$ cat config.mk
export PLATFORM = sky130hd
export DESIGN_NAME = alu_iter
export DESIGN_NICKNAME = d
export VERILOG_FILES = /design/src/rtl/alu_iter.sv
export SDC_FILE = /design/constraint.sdc
export NUM_CORES = 1
export LEC_CHECK = 0
export BUFFER_PORTS_ARGS = -buffer_cell sky130_fd_sc_hd__buf_2
export CAP_MARGIN = 10
export CORE_AREA = 2 2 76 78
export CTS_BUF_LIST = sky130_fd_sc_hd__clkbuf_2
export DETAILED_ROUTE_END_ITERATION = 8
export DIE_AREA = 0 0 78 80
export PLACE_DENSITY = 0.79
export SKIP_CTS_REPAIR_TIMING = 1
export SYNTH_ARGS = -nofsm -noshare
export SYNTH_HDL_FRONTEND = slang
export SYNTH_SLANG_ARGS = --single-unit
$ cat constraint.sdc
create_clock -name clk -period 3 [get_ports clk]
set_input_delay 0.15 -clock clk [delete_from_list [all_inputs] [get_ports clk]]
set_output_delay 0.15 -clock clk [all_outputs]
set_load 0.05 [all_outputs]
$ cat src/rtl/alu_iter.sv
// Bit-serial (slice-serial) Hack-style ALU: SLICE bits per clock, LSB first.
// Ports: clk, rst_n, in_valid/in_ready, x, y, ctrl, out_valid/out_ready,
//        out, zr, ng; cout/ovf only when ALU_ITER_FLAGS_EN is defined.
module alu_iter #(
  parameter int WIDTH = 16,
  parameter int SLICE = 4
) (
  input  logic             clk,
  input  logic             rst_n,
  input  logic             in_valid,
  output logic             in_ready,
  input  logic [WIDTH-1:0] x,
  input  logic [WIDTH-1:0] y,
  input  logic [5:0]       ctrl,
  output logic             out_valid,
  input  logic             out_ready,
  output logic [WIDTH-1:0] out,
  output logic             zr,
`ifdef ALU_ITER_FLAGS_EN
  output logic             cout,
  output logic             ovf,
`endif
  output logic             ng
);

  localparam int NSLICE = WIDTH / SLICE;
  localparam int IW = (NSLICE > 1) ? $clog2(NSLICE) : 1;

  typedef enum logic [1:0] {
    IDLE = 2'd0,
    RUN  = 2'd1,
    DONE = 2'd2
  } state_t;

  state_t state_q, state_d;

  logic [WIDTH-1:0] x_q, y_q, out_q;
  logic [5:0]       ctrl_q;
  logic [IW-1:0]    idx_q;
  logic             carry_q, acc_q, zr_q, ng_q;

  logic accept, last;

  assign accept = in_valid && in_ready;
  assign last   = (idx_q == IW'(NSLICE - 1));

  // State register
  always_ff @(posedge clk or negedge rst_n) begin
    if (!rst_n) state_q <= IDLE;
    else        state_q <= state_d;
  end

  // Next-state logic
  always_comb begin
    state_d = state_q;
    unique case (state_q)
      IDLE: if (accept) state_d = RUN;
      RUN:  if (last)   state_d = DONE;
      DONE: begin
        if (out_ready) state_d = in_valid ? RUN : IDLE;
      end
      default: state_d = IDLE;
    endcase
  end

  // Handshake outputs
  always_comb begin
    in_ready  = (state_q == IDLE) ||
                ((state_q == DONE) && out_ready);
    out_valid = (state_q == DONE);
  end

  // Slice datapath: operands shift right so the active slice is always
  // at the bottom; results shift in from the top so slice 0 lands at LSB.
  logic              zx, nx, zy, ny, fn, no;
  logic [SLICE-1:0]  xs, ys, r;
  logic [SLICE:0]    sum;
  logic [WIDTH+SLICE-1:0] cat;
  logic [WIDTH-1:0]  out_nx;
  logic              carry_nx, acc_nx;

  assign {zx, nx, zy, ny, fn, no} = ctrl_q;

  always_comb begin
    xs = zx ? '0 : x_q[SLICE-1:0];
    xs = nx ? ~xs : xs;
    ys = zy ? '0 : y_q[SLICE-1:0];
    ys = ny ? ~ys : ys;
    sum = {1'b0, xs} + {1'b0, ys} + {{SLICE{1'b0}}, carry_q};
    r   = fn ? sum[SLICE-1:0] : (xs & ys);
    r   = no ? ~r : r;
    carry_nx = fn ? sum[SLICE] : carry_q;
    acc_nx   = acc_q && (r == '0);
  end

  assign cat    = {r, out_q};
  assign out_nx = cat[WIDTH+SLICE-1:SLICE];

  always_ff @(posedge clk or negedge rst_n) begin
    if (!rst_n) begin
      x_q     <= '0;
      y_q     <= '0;
      ctrl_q  <= '0;
      idx_q   <= '0;
      carry_q <= 1'b0;
      acc_q   <= 1'b0;
      out_q   <= '0;
      zr_q    <= 1'b0;
      ng_q    <= 1'b0;
    end else if (accept) begin
      x_q     <= x;
      y_q     <= y;
      ctrl_q  <= ctrl;
      idx_q   <= '0;
      carry_q <= 1'b0;
      acc_q   <= 1'b1;
    end else if (state_q == RUN) begin
      x_q     <= x_q >> SLICE;
      y_q     <= y_q >> SLICE;
      out_q   <= out_nx;
      carry_q <= carry_nx;
      acc_q   <= acc_nx;
      idx_q   <= idx_q + IW'(1);
      if (last) begin
        zr_q <= acc_nx;
        ng_q <= r[SLICE-1];
      end
    end
  end

  assign out = out_q;
  assign zr  = zr_q;
  assign ng  = ng_q;

`ifdef ALU_ITER_FLAGS_EN
  logic cout_q, ovf_q;
  logic cin_msb;

  // Carry into the top bit recovered from the sum bit itself.
  assign cin_msb = xs[SLICE-1] ^ ys[SLICE-1] ^ sum[SLICE-1];

  always_ff @(posedge clk or negedge rst_n) begin
    if (!rst_n) begin
      cout_q <= 1'b0;
      ovf_q  <= 1'b0;
    end else if (state_q == RUN && last && !accept) begin
      cout_q <= fn && sum[SLICE];
      ovf_q  <= fn && (cin_msb ^ sum[SLICE]);
    end
  end

  assign cout = cout_q;
  assign ovf  = ovf_q;
`endif

endmodule

* After elaboration in Yosys (flattened, before gate mapping)
Index checks and enable logic that the tools add are counted.
** Cells by class
- Reduce and logical (&&, ||, !) cells :: 12
- Bitwise logic cells :: 5
- $add $sub $neg :: 3
- Eq/ne operators :: 6
- Multiplexer cells :: 22
** Operators by type and width (count)
- 2-to-1 mux 16 bit :: 4
- 2-to-1 mux 4 bit :: 6
- NOT 4 bit :: 3
- 2-to-1 mux 2 bit :: 5
- 2-to-1 mux 1 bit :: 6
- one-hot mux 2 bit (3 select lines) :: 1
- AND reduction 3 bit :: 2
- adder 4 x 4 -> 5 bit :: 1
- adder 5 x 1 -> 5 bit :: 1
- bitwise AND 4 bit :: 1
- == test 2 bit (second input constant) :: 2
- logical NOT 4 bit :: 1
- inequality test 2 bit (second input constant) :: 2
- AND reduction 2 bit :: 2
- nonzero test 2 bit :: 2
- logical AND 1 bit :: 3
- adder 2 x 1 -> 2 bit (second input constant) :: 1
- == test 2 x 1 -> 1 bit (second input constant) :: 1
- logical NOT 2 bit :: 1
- inequality test 2 x 1 -> 1 bit (second input constant) :: 1
- logical OR 1 bit :: 1
- NOT 1 bit :: 1
** Word-level totals
- Flip-flop bits (word level) :: 62
- Logic and storage cells :: 58

* Depth between registers and ports, before layout
- Word-level depth :: 12
- Mapped depth :: 10
- Mapped depth without buffers :: 10

* Worst setup path before layout
OpenSTA, ideal clock, no wires.
- Kind :: register to register
- Start point :: reg ctrl_q[2]
- End point :: reg acc_q
- Clock period less this slack :: 2182 ps
- Buffers on the path :: 1
- Library setup time :: 82 ps
- Cell stages (with the launch flop) :: 11
- Data arrival time :: 2100 ps
- Required time :: 2918 ps
- Slack :: 818 ps
- Cell sequence :: dfrtp_1 -> clkbuf_1 -> xnor2_1 -> inv_1 -> fa_1 -> inv_1 -> fa_1 -> nor2_1 -> and3_1 -> mux2i_1 -> a31oi_1
** Between the ends
- Longest elaborated chain between the ends :: 10
** RTL lines
- start: declaration :: RTL line 38 : logic [5:0] ctrl_q;
- start signal: assignment :: RTL line 113 : ctrl_q <= ctrl;
- 2-to-1 mux 4 bit * :: RTL line 88 : ys = ny ? ~ys : ys;
- adder 4 x 4 -> 5 bit :: RTL line 89 : sum = {1'b0, xs} + {1'b0, ys} + {{SLICE{1'b0}}, carry_q};
- adder 5 x 1 -> 5 bit :: RTL line 89
- 2-to-1 mux 4 bit * :: RTL line 90 : r = fn ? sum[SLICE-1:0] : (xs & ys);
- NOT 4 bit :: RTL line 91 : r = no ? ~r : r;
- 2-to-1 mux 4 bit * :: RTL line 91
- logical NOT 4 bit * :: RTL line 93 : acc_nx = acc_q && (r == '0);
- logical AND 1 bit * :: RTL line 93
- 2-to-1 mux 1 bit * :: RTL line 117 : end else if (state_q == RUN) begin
- 2-to-1 mux 1 bit * :: RTL line 110 : end else if (accept) begin
- end signal: assignment :: RTL line 122 : acc_q <= acc_nx;
- end: declaration :: RTL line 40 : logic carry_q, acc_q, zr_q, ng_q;
Every way passes the cells marked *; elsewhere a longest branch is shown, timed or not. The select of a mux whose other input is x is not followed.
A chain may end at the register's enable or synchronous reset.

* Worst setup path in the final report
- Start point :: reg ctrl_q[3]
- End point :: reg acc_q
** Between the ends
- Longest elaborated chain between the ends :: 12
** RTL lines
- 2-to-1 mux 4 bit * :: RTL line 87 : ys = zy ? '0 : y_q[SLICE-1:0];
- NOT 4 bit :: RTL line 88
- 2-to-1 mux 4 bit * :: RTL line 88
- adder 4 x 4 -> 5 bit :: RTL line 89
- adder 5 x 1 -> 5 bit :: RTL line 89
- 2-to-1 mux 4 bit * :: RTL line 90
- NOT 4 bit :: RTL line 91
- 2-to-1 mux 4 bit * :: RTL line 91
- logical NOT 4 bit * :: RTL line 93
- logical AND 1 bit * :: RTL line 93
- 2-to-1 mux 1 bit * :: RTL line 117
- 2-to-1 mux 1 bit * :: RTL line 110
Marked as above.

==> impl_metrics.csv <==
group,metric,value,unit
timing,worstMarginPinSlew,701,ps
logic_synthesis,synth-seq-cells,62,
grt,antenna_found_initial,0,
timing,setup_viol,0,
die,fp.dieArea,6240,um^2
final_layout,layout_commonest_cell,"nand2_1",
routing,antenna_left,0,
grt,grt_pass1_wl,10500,um
clocking,cts_buffer_depth,2,
critical_path,worstPathArrival,2810,ps
die,initial_core_util,54.9,%
timing,relSlewSlack,53.3,%
final_layout,post-route-util,71.6,%
place,postPlaceCellArea,3310,um^2
critical_path,worst-r2r-cell-count,10,
worst_hold_path,min_path_type,"in -> async",
die,ioPinCount,62,
grt,met3_usage,4.19,%
clocking,cts_made_buffers,9,
timing,worst_slack,624,ps
grt,grtUsageMet2,34.9,%
die,die_h,80,um
place,place_congestion,0.868,
place,place_ws,669,ps
final_layout,design_area,3870,um^2
timing,skew,17.7,ps
die,num_rows,27,
logic_synthesis,synthCells,339,
final_layout,seq_area,1550,um^2
routing,drt_iter0_markers,189,
clocking,htreeDepth,3,
run_status,status,"complete, no violations",
grt,grt_max_degree,56,
critical_path,crit_type,"reg -> reg",
critical_path,required,3430,ps
final_layout,final_cell_mix,"nand2_1 (120), dfrtp_1 (62), buf_2 (61)",
die,die_x,78,um
grt,gr-max-usage-layer,"met2",
logic_synthesis,syn_area_per_cell,8.76,um^2
grt,overflow,0,
clocking,clk_pin_slew,190,ps
critical_path,crit_path_start_kind,"flip-flop",
logic_synthesis,seq_area_frac_synth,52.3,%
routing,wirelength,7090,um
die,core,5410,um^2
timing,rsz0062_at_grt,"no",
routing,wl_per_cell,13.9,um
timing,setup_tns,0,ps
final_layout,layout-drive-gt1-share,19.4,%
pwr,power_density,1260,nW/um^2
logic_synthesis,yosysUniqueCellTypes,33,
logic_synthesis,synthesis.area,2970,um^2
routing,drcViolationCount,0,
routing,via_per_inst,5.28,
critical_path,cp_max_fo,5,
timing,max_freq,421,MHz
final_layout,areaGrowthSynthToFinish,30.3,%
grt,grt_pass1_vias,2355,
logic_synthesis,synthTopCellsByArea,"dfrtp_1 (52%), nand2_1 (15%), a31oi_1 (3.8%)",
timing,slew_violations,0,
routing,firstDrtPassIters,4,
logic_synthesis,yosys_warnings,0,
logic_synthesis,synth_top_area_share,52.3,%
clocking,cts_tree,"built",
grt,grt_usage,21.6,%
pwr,irDropWorstVdd,628,uV
logic_synthesis,synth_nets,388,
critical_path,endpoint_kind,"flip-flop",
timing,hold_viol_final,0,
timing,post-route-min-period,2380,ps
clocking,cts_root_buffer,"clkbuf_2",
grt,met1_usage,28.4,%
pwr,p_leak,0.00197,uW
place,place_hpwl,4130,um
place,portBuffers,61,
flow_run,maxCapViolCount,0,
final_layout,nets,482,
logic_synthesis,async_flop_share,100,%
logic_synthesis,synth_edf_count,0,
final_layout,num-fill-cells,415,
final_layout,diodes,0,
routing,vias,2691,
final_layout,multiInputGateArea,1310,um^2
logic_synthesis,synth_ff_type,"dfrtp_1",
clocking,clock-sinks,62,
timing,period_share,79.2,%
clocking,clk-insertion-delay-late,500,ps
critical_path,reg2reg_slack,620,ps
logic_synthesis,yosysTopAreaCell,"dfrtp_1",
-- cells by family after synthesis --
| family | count (synthesis) | synth area share [%] |
|---|---|---|
| AND/OR/NAND/NOR | 179 | 25.4 |
| flip-flops | 62 | 52.3 |
| AO/OA/AOI/OAI | 47 | 10.1 |
| buffers and inverters | 28 | 4.05 |
| XOR/XNOR | 14 | 4.13 |
| adder cells (fa/ha/maj) | 7 | 3.46 |
| multiplexers | 2 | 0.674 |
-- flip-flops by register name, summed over array words and instances (netlist names) --
name     cells
acc_q        1
idx_q        2
y_q         16
state_q      2
carry_q      1
zr           1
out         16
x_q         16
ng           1
ctrl_q       6
-- critical path, cell delays in order (launching register included) --
cell and delay [ps]:
dfrtp_1 440, nand2b_1 170, xnor2_1 190, inv_1 80, fa_1 380, inv_1 90, fa_1 440, nor2_1 110
and3_1 160, mux2i_1 80, a31oi_1 180
-- power breakdown --
part / total (uW) / internal (uW) / switching [uW]
Clock: 676 / 356 / 321
Sequential: 1520 / 1230 / 291
Combinational: 2680 / 1010 / 1670
Total: 4870 / 2590 / 2280
-- layer usage --
metal  wire length, um  vias to the layer above
met5                 0                        -
met4                96                        0
met3               390                       12
met2              3730                       97
met1              2870                     1276
li1                  -                     1306
-- final timing paths --
path	from	end
min reg2reg	out[0]	out[0]
max	ctrl_q[3]	acc_q
min	rst_n	out[1]
max reg2reg	ctrl_q[3]	acc_q
max in group asynchronous	rst_n	y_q[2]
min in group clk	in_valid	state_q[0]
-- cells in the mapped netlist (3+ instances only) --
cell	instances
a31oi_1	18
o21ai_1	9
a22oi_1	9
xnor2_1	11
xor2_1	3
nand3_1	17
clkbuf_1	13
buf_2	6
a21oi_1	6
buf_1	3
nor2_1	20
ha_1	5
nand2_1	120
dfrtp_1	62
nand2b_1	9
inv_1	5
-- metrics by stage --
step	power, uW	cells	hold slack, ps
finish	4870	510	111
floorplan	3620	339	-146
global placement	4070	454	130
detailed placement	4160	454	147
CTS	4840	470	-428
global route	5290	510	140
-- cell type report --
| class | count | area share, % |
|---|---|---|
| Tap cell | 72 | 2.33 |
| Inverter | 5 | 0.485 |
| Clock buffer | 9 | 1.16 |
| Timing Repair Buffer | 106 | 19.2 |
| Clock inverter | 7 | 2.91 |
| Sequential cell | 62 | 40.1 |
| Multi-Input combinational cell | 249 | 33.8 |
Note: power is estimated with default switching activity, not from simulation.
